### src/rtl/spi_packet_feeder.sv
// Packs the command byte stream into 64-bit packets, queues them, and hands them one at a time to the SPI master.
// Define SPI_FEEDER_STATS_EN to add the pkt_count/drop_count statistics outputs.
module spi_packet_feeder #(
    parameter int DEPTH        = 4,
    parameter int GAP_CLKS     = 24,
    parameter int TIMEOUT_CLKS = 4800
) (
    input  logic                     clk,
    input  logic                     rst,
    input  logic [7:0]               in_data,
    input  logic                     in_valid,
    output logic                     in_ready,
    input  logic                     flush,
    output logic [63:0]              spi_tx_data,
    output logic                     spi_tx_valid,
    input  logic                     spi_tx_ready,
    input  logic [63:0]              spi_rx_data,
    input  logic                     spi_rx_valid,
    output logic [63:0]              resp_data,
    output logic                     resp_valid,
    output logic [$clog2(DEPTH):0]   fifo_level,
    output logic                     busy,
    output logic                     frame_err
`ifdef SPI_FEEDER_STATS_EN
    ,
    output logic [15:0]              pkt_count,
    output logic [15:0]              drop_count
`endif
);

    localparam int AW = $clog2(DEPTH);
    localparam int PW = AW + 1;
    localparam int TW = $clog2(TIMEOUT_CLKS + 1);
    localparam int GW = $clog2(GAP_CLKS + 1);
    localparam logic [TW-1:0] TMO_LAST = TW'(TIMEOUT_CLKS - 1);
    localparam logic [GW-1:0] GAP_LAST = GW'(GAP_CLKS - 1);
    localparam logic [PW-1:0] PTR_ONE  = PW'(1);
    localparam logic [PW-1:0] FULL_LVL = PW'(DEPTH);

    typedef enum logic [2:0] {IDLE, ISSUE, WAIT_BUSY, WAIT_DONE, GAP} state_t;

    state_t          state_q, state_d;
    logic [2:0]      byte_cnt_q, byte_cnt_d;
    logic [55:0]     asm_q, asm_d;
    logic [TW-1:0]   tmo_q, tmo_d;
    logic [GW-1:0]   gap_q, gap_d;
    logic [PW-1:0]   wr_ptr_q, wr_ptr_d, rd_ptr_q, rd_ptr_d;
    logic [63:0]     tx_data_q, tx_data_d;
    logic            tx_valid_q, tx_valid_d;
    logic [63:0]     resp_data_q, resp_data_d;
    logic            resp_valid_q, resp_valid_d;
    logic            frame_err_q, frame_err_d;
    logic [63:0]     mem [DEPTH];

    logic [PW-1:0]   level;
    logic            accept, push, pop, timeout;

    always_comb begin
        level    = wr_ptr_q - rd_ptr_q;
        in_ready = !(byte_cnt_q == 3'd7 && level == FULL_LVL);
        accept   = in_valid && in_ready && !flush;
        push     = accept && byte_cnt_q == 3'd7;
        // Flush takes priority over issuing the head entry.
        pop      = state_q == IDLE && level != '0 && spi_tx_ready && !flush;
        timeout  = byte_cnt_q != 3'd0 && !accept && !flush && tmo_q == TMO_LAST;
    end

    // Assembly, timeout and FIFO pointers.
    always_comb begin
        byte_cnt_d  = byte_cnt_q;
        asm_d       = asm_q;
        tmo_d       = tmo_q;
        wr_ptr_d    = wr_ptr_q;
        rd_ptr_d    = rd_ptr_q;
        tx_data_d   = tx_data_q;
        frame_err_d = 1'b0;
        if (accept) begin
            asm_d      = {asm_q[47:0], in_data};
            byte_cnt_d = byte_cnt_q + 3'd1;
            tmo_d      = '0;
        end else if (byte_cnt_q == 3'd0) begin
            tmo_d = '0;
        end else if (timeout) begin
            byte_cnt_d  = 3'd0;
            tmo_d       = '0;
            frame_err_d = 1'b1;
        end else begin
            tmo_d = tmo_q + TW'(1);
        end
        if (push) wr_ptr_d = wr_ptr_q + PTR_ONE;
        if (pop) begin
            rd_ptr_d  = rd_ptr_q + PTR_ONE;
            tx_data_d = mem[rd_ptr_q[AW-1:0]];
        end
        if (flush) begin
            byte_cnt_d = 3'd0;
            tmo_d      = '0;
            rd_ptr_d   = wr_ptr_q;
        end
    end

    // Transfer sequencing; the valid pulse is the registered image of ISSUE.
    always_comb begin
        state_d      = state_q;
        gap_d        = gap_q;
        tx_valid_d   = 1'b0;
        resp_data_d  = resp_data_q;
        resp_valid_d = 1'b0;
        case (state_q)
            IDLE:      if (pop) state_d = ISSUE;
            ISSUE: begin
                tx_valid_d = 1'b1;
                state_d    = WAIT_BUSY;
            end
            WAIT_BUSY: if (!spi_tx_ready) state_d = WAIT_DONE;
            WAIT_DONE: if (spi_rx_valid) begin
                resp_data_d  = spi_rx_data;
                resp_valid_d = 1'b1;
                gap_d        = '0;
                state_d      = GAP;
            end
            GAP: begin
                if (gap_q == GAP_LAST) state_d = IDLE;
                else                   gap_d   = gap_q + GW'(1);
            end
            default:   state_d = IDLE;
        endcase
    end

    always_ff @(posedge clk) begin
        if (push) mem[wr_ptr_q[AW-1:0]] <= {asm_q, in_data};
    end

    always_ff @(posedge clk) begin
        if (rst) begin
            state_q      <= IDLE;
            byte_cnt_q   <= 3'd0;
            asm_q        <= '0;
            tmo_q        <= '0;
            gap_q        <= '0;
            wr_ptr_q     <= '0;
            rd_ptr_q     <= '0;
            tx_data_q    <= '0;
            tx_valid_q   <= 1'b0;
            resp_data_q  <= '0;
            resp_valid_q <= 1'b0;
            frame_err_q  <= 1'b0;
        end else begin
            state_q      <= state_d;
            byte_cnt_q   <= byte_cnt_d;
            asm_q        <= asm_d;
            tmo_q        <= tmo_d;
            gap_q        <= gap_d;
            wr_ptr_q     <= wr_ptr_d;
            rd_ptr_q     <= rd_ptr_d;
            tx_data_q    <= tx_data_d;
            tx_valid_q   <= tx_valid_d;
            resp_data_q  <= resp_data_d;
            resp_valid_q <= resp_valid_d;
            frame_err_q  <= frame_err_d;
        end
    end

    assign spi_tx_data  = tx_data_q;
    assign spi_tx_valid = tx_valid_q;
    assign resp_data    = resp_data_q;
    assign resp_valid   = resp_valid_q;
    assign frame_err    = frame_err_q;
    assign fifo_level   = level;
    assign busy         = state_q == WAIT_BUSY || state_q == WAIT_DONE || state_q == GAP;

`ifdef SPI_FEEDER_STATS_EN
    logic [15:0] pkt_cnt_q, pkt_cnt_d, drop_cnt_q, drop_cnt_d;

    // A flush drops every queued entry plus any partially assembled packet.
    always_comb begin
        pkt_cnt_d  = pkt_cnt_q;
        drop_cnt_d = drop_cnt_q;
        if (state_q == ISSUE) pkt_cnt_d = pkt_cnt_q + 16'd1;
        if (flush)
            drop_cnt_d = drop_cnt_q + 16'(level) + {15'd0, byte_cnt_q != 3'd0};
        else if (timeout)
            drop_cnt_d = drop_cnt_q + 16'd1;
    end

    always_ff @(posedge clk) begin
        if (rst) begin
            pkt_cnt_q  <= '0;
            drop_cnt_q <= '0;
        end else begin
            pkt_cnt_q  <= pkt_cnt_d;
            drop_cnt_q <= drop_cnt_d;
        end
    end

    assign pkt_count  = pkt_cnt_q;
    assign drop_count = drop_cnt_q;
`endif

endmodule

### config.mk
export PLATFORM = sky130hd
export DESIGN_NAME = spi_packet_feeder
export DESIGN_NICKNAME = d
export VERILOG_FILES = /design/src/rtl/spi_packet_feeder.sv
export SDC_FILE = /design/constraint.sdc
export NUM_CORES = 1
export LEC_CHECK = 0
export CORE_ASPECT_RATIO = 1.4
export CORE_UTILIZATION = 59
export DETAILED_ROUTE_END_ITERATION = 10
export GPL_TIMING_DRIVEN = 0
export HOLD_SLACK_MARGIN = 0.08
export PLACE_DENSITY = 0.91
export SYNTH_ARGS = -nofsm -noshare
export SYNTH_HDL_FRONTEND = slang
export SYNTH_SLANG_ARGS = --single-unit
### constraint.sdc
create_clock -name clk -period 6.8 [get_ports clk]
set_input_delay 1.36 -clock clk [delete_from_list [all_inputs] [get_ports clk]]
set_output_delay 1.36 -clock clk [all_outputs]
set_load 0.02 [all_outputs]
==> results.md <==
- Run status: finished, final reports clean
- # Post-CTS Setup Buffers: 0
- Post-synth cell types: a little over 50
- CTS max path bufs: 3
- Final setup fails: 0
- Final Skew: approximately 0.012 ns
- WL met2: between 20,000 and 25,000 um
- Area Overhead vs Synth: 23.8%
- # fillers: ~1,500
- Maximum VDD drop: ~0.00023 V
- Largest family of logic cells by synthesized area: multiplexers
- Crit-path max FO: 5
- RSZ-0062 raised after global routing: no
- Setup crit end kind: output port
- Hold Vio Cnt, Final: 0
- EDFF count, synth: roughly 260
- Non-Filler Instances: 1,916
- Drt wl/cell: 22.0 um
- Vias: approximately 11,000
- Vias in the first global route: around 12,000
- H-tree levels: 2
- Max cap viols: 0
- Post-Syn Area: 0.0173 mm^2
- Initial antenna violation count: 0
- Die area: roughly 0.03 mm^2
- Area share of xor/xnor cells in the synthesized design: 0.00838
- Gpl congestion: approximately 0.84
- Top achievable clock speed: 231 MHz
- Crit path cell chain: inv_1, ha_1, fa_1, xnor3_1, inv_2, nand3_1, clkdlybuf4s50_1
- Diode count: 0
- Slew @ Worst Pin: 1.02 ns
- Clock sinks: 473
- Simple-Gate Fraction of Synth Area: 0.0945
- Synth Warn #: 0
- Worst Hold Class: reg -> reg
- WL final: 42,200 um
- Top FF cell, synth: edfxtp_1
- Largest net degree at the start of global routing: 66
- Most common cell after layout, fill and taps aside: edfxtp_1
- Req. time, crit path: around 5.4 ns
- FP Rows: 73
- Total congestion overflow: 0
- TritonCTS clock tree: done
- Static leakage: a little under 7 nW
- Worst-skew pair later-pin latency: between 0.5 and 0.6 ns
- Synth Instances: around 1,200
- 1st-iter DRT viols: roughly 900
- Num CTS Buffers: between 40 and 50
- Max-slew headroom: 0.317
- Period utilisation layout: 0.636
- TritonRoute pass-1 iters: 5
- Initial Util: 0.606
- Synthesized area per cell: around 14 um^2
- Synth async-reset ratio: 0
- CTS Hold Bufs: 0
- CP Class: reg -> out
- Die H: roughly 200 um
- Slowest cell delay on critical path: about 0.63 ns
- Cells after DPL: 1,839
- Post-synthesis mux area share: 0.124
- I/O Pins: between 200 and 250
- Most frequent cells in the layout: edfxtp_1, nand2_1, dfxtp_1
- Met3 WL post-DR: around 3700 um
- Die X: between 100 and 150 um
- Layout Nets: between 1,500 and 2,000
- Core ar.: 0.0286 mm^2
- First-pass GRT wire length: roughly 65,000 um
- Post-cts sizing count: 0
- Yosys reg bits: 473
- Total GRT Usage: 0.286
- Final ANT Viol Nets: 0
- Uppermost layer routed: met4
- Hpwl dp: approximately 27,000 um
- Detail-routed via count per cell: around 5.9
- Clock root buffer: clkbuf_16
- WP data arrival: 2.97 ns
- Final Max Tran Viols: 0
- Met1 WL: 14,500 um
- Seq/Total Area, Yosys: 0.695
- Setup TNS: 0 ns
- CTS clock-pin slew for the worst setup and hold paths: about 0.070 ns
- Mapped Nets: 1,339
- DRC viols: 0
- Layout cells sized above 1: 0.112
- Compound-gate portion of the synthesized area: 0.0449
- Adder-cell share of the synthesized area: 0.00910
- Crit-path slowest cell: clkdlybuf4s50_1
- Crit path launch type: flop
- PD cells: between 200 and 300 mW/mm^2
- PortBufs: ~210
- Tmin final: ~4.3 ns
## power by group
group	switching, W	internal, W
registers	0.0000293	0.00302
clock network	0.00104	0.00143
logic	0.000223	0.000199
## metrics by stage
step / worst slack [ns] / hold slack [ns] / util / power (W) / cell area, um^2
floorplan: 2.64 / 0.448 / - / 0.00334 / 17300
global placement: 1.00 / 0.441 / 0.696 / 0.00351 / 19900
detailed placement: 2.81 / 0.448 / 0.699 / 0.00353 / 20000
CTS: 2.48 / 0.455 / 0.750 / 0.00595 / 21400
global route: 2.39 / 0.472 / 0.750 / 0.00610 / 21400
finish: 2.47 / 0.455 / 0.750 / 0.00595 / 21400
## critical path, delay by kind of cell, from the launching register on
family	cells	cell delay (ns)
adders and majority gates	2	0.67
DFF	1	0.36
xor gates and xnor gates	1	0.34
buffers and inverters	3	0.89
and+or+nand+nor	1	0.16
## layer usage
layer	GRT usage	up-vias
met5	0	-
met4	0.139	0
met3	0.0682	131
met2	0.522	672
met1	0.310	5567
li1	-	5017
## layout make-up
cell class | count | area [um^2] | area share
plain buffers | 75 | 382 | 0.0178
repair buffers | 215 | 2180 | 0.102
flip-flops and latches | 473 | 12000 | 0.561
clock buffers | 58 | 1270 | 0.0592
clock inverters | 19 | 181 | 0.00847
multi-input cells | 691 | 4880 | 0.228
well taps | 375 | 469 | 0.0219
inverters | 10 | 37.5 | 0.00175
## kinds of logic (layout without fill, tap and decap cells)
logic type,Yosys count,count (layout)
mux,134,134
compound gates,147,147
buf+inv,85,377
flops,473,473
fa+ha+maj,12,12
simple gates,383,383
xor+xnor,15,15
## worst paths after layout
kind | start | to | slack, ns | depth (start not counted)
setup / recovery | wr_ptr_q[0]$_SDFFE_PP0N_ | in_ready | 2.47 | 7
hold / removal | resp_data[18]$_SDFFE_PP0P_ | resp_data[18]$_SDFFE_PP0P_ | 0.45 | 2
setup reg to reg | wr_ptr_q[0]$_SDFFE_PP0N_ | mem[0][55]$_DFFE_PP_ | 3.35 | 9
hold reg to reg | resp_data[18]$_SDFFE_PP0P_ | resp_data[18]$_SDFFE_PP0P_ | 0.45 | 2
## cells in the mapped netlist (2+ instances only)
library cell | number | area share
clkbuf_1 | 50 | 0.011
buf_1 | 3 | 0.00065
dfxtp_1 | 217 | 0.25
buf_2 | 11 | 0.0032
edfxtp_1 | 256 | 0.44
o211ai_1 | 3 | 0.0013
xor2_1 | 5 | 0.0025
and3_1 | 6 | 0.0022
xnor2_1 | 9 | 0.0046
inv_1 | 9 | 0.0020
nand2b_1 | 3 | 0.0011
nand3_1 | 12 | 0.0035
ha_1 | 11 | 0.0079
o31ai_1 | 2 | 0.00087
nand2_1 | 246 | 0.053
o21ai_0 | 6 | 0.0017
nor3_1 | 8 | 0.0023
nor4_1 | 2 | 0.00072
buf_8 | 5 | 0.0043
nor3_2 | 10 | 0.0058
a21oi_1 | 127 | 0.037
nor2_1 | 76 | 0.016
a31oi_1 | 2 | 0.00072
buf_4 | 4 | 0.0017
or3_1 | 3 | 0.0011
mux4_2 | 64 | 0.083
nand4_1 | 5 | 0.0018
mux2i_1 | 68 | 0.039
a21o_1 | 2 | 0.00087
buf_6 | 2 | 0.0013
nor4b_1 | 2 | 0.0010
## registers in the layout (all words and copies together), names as in the netlist
name	flops
frame_err	1
spi_tx_valid	1
spi_tx_data	64
byte_cnt_q	3
wr_ptr_q	3
resp_data	64
mem	256
state_q	3
resp_valid	1
rd_ptr_q	3
asm_q	56
gap_q	5
tmo_q	13
Note: power is estimated with default switching activity, not from simulation.
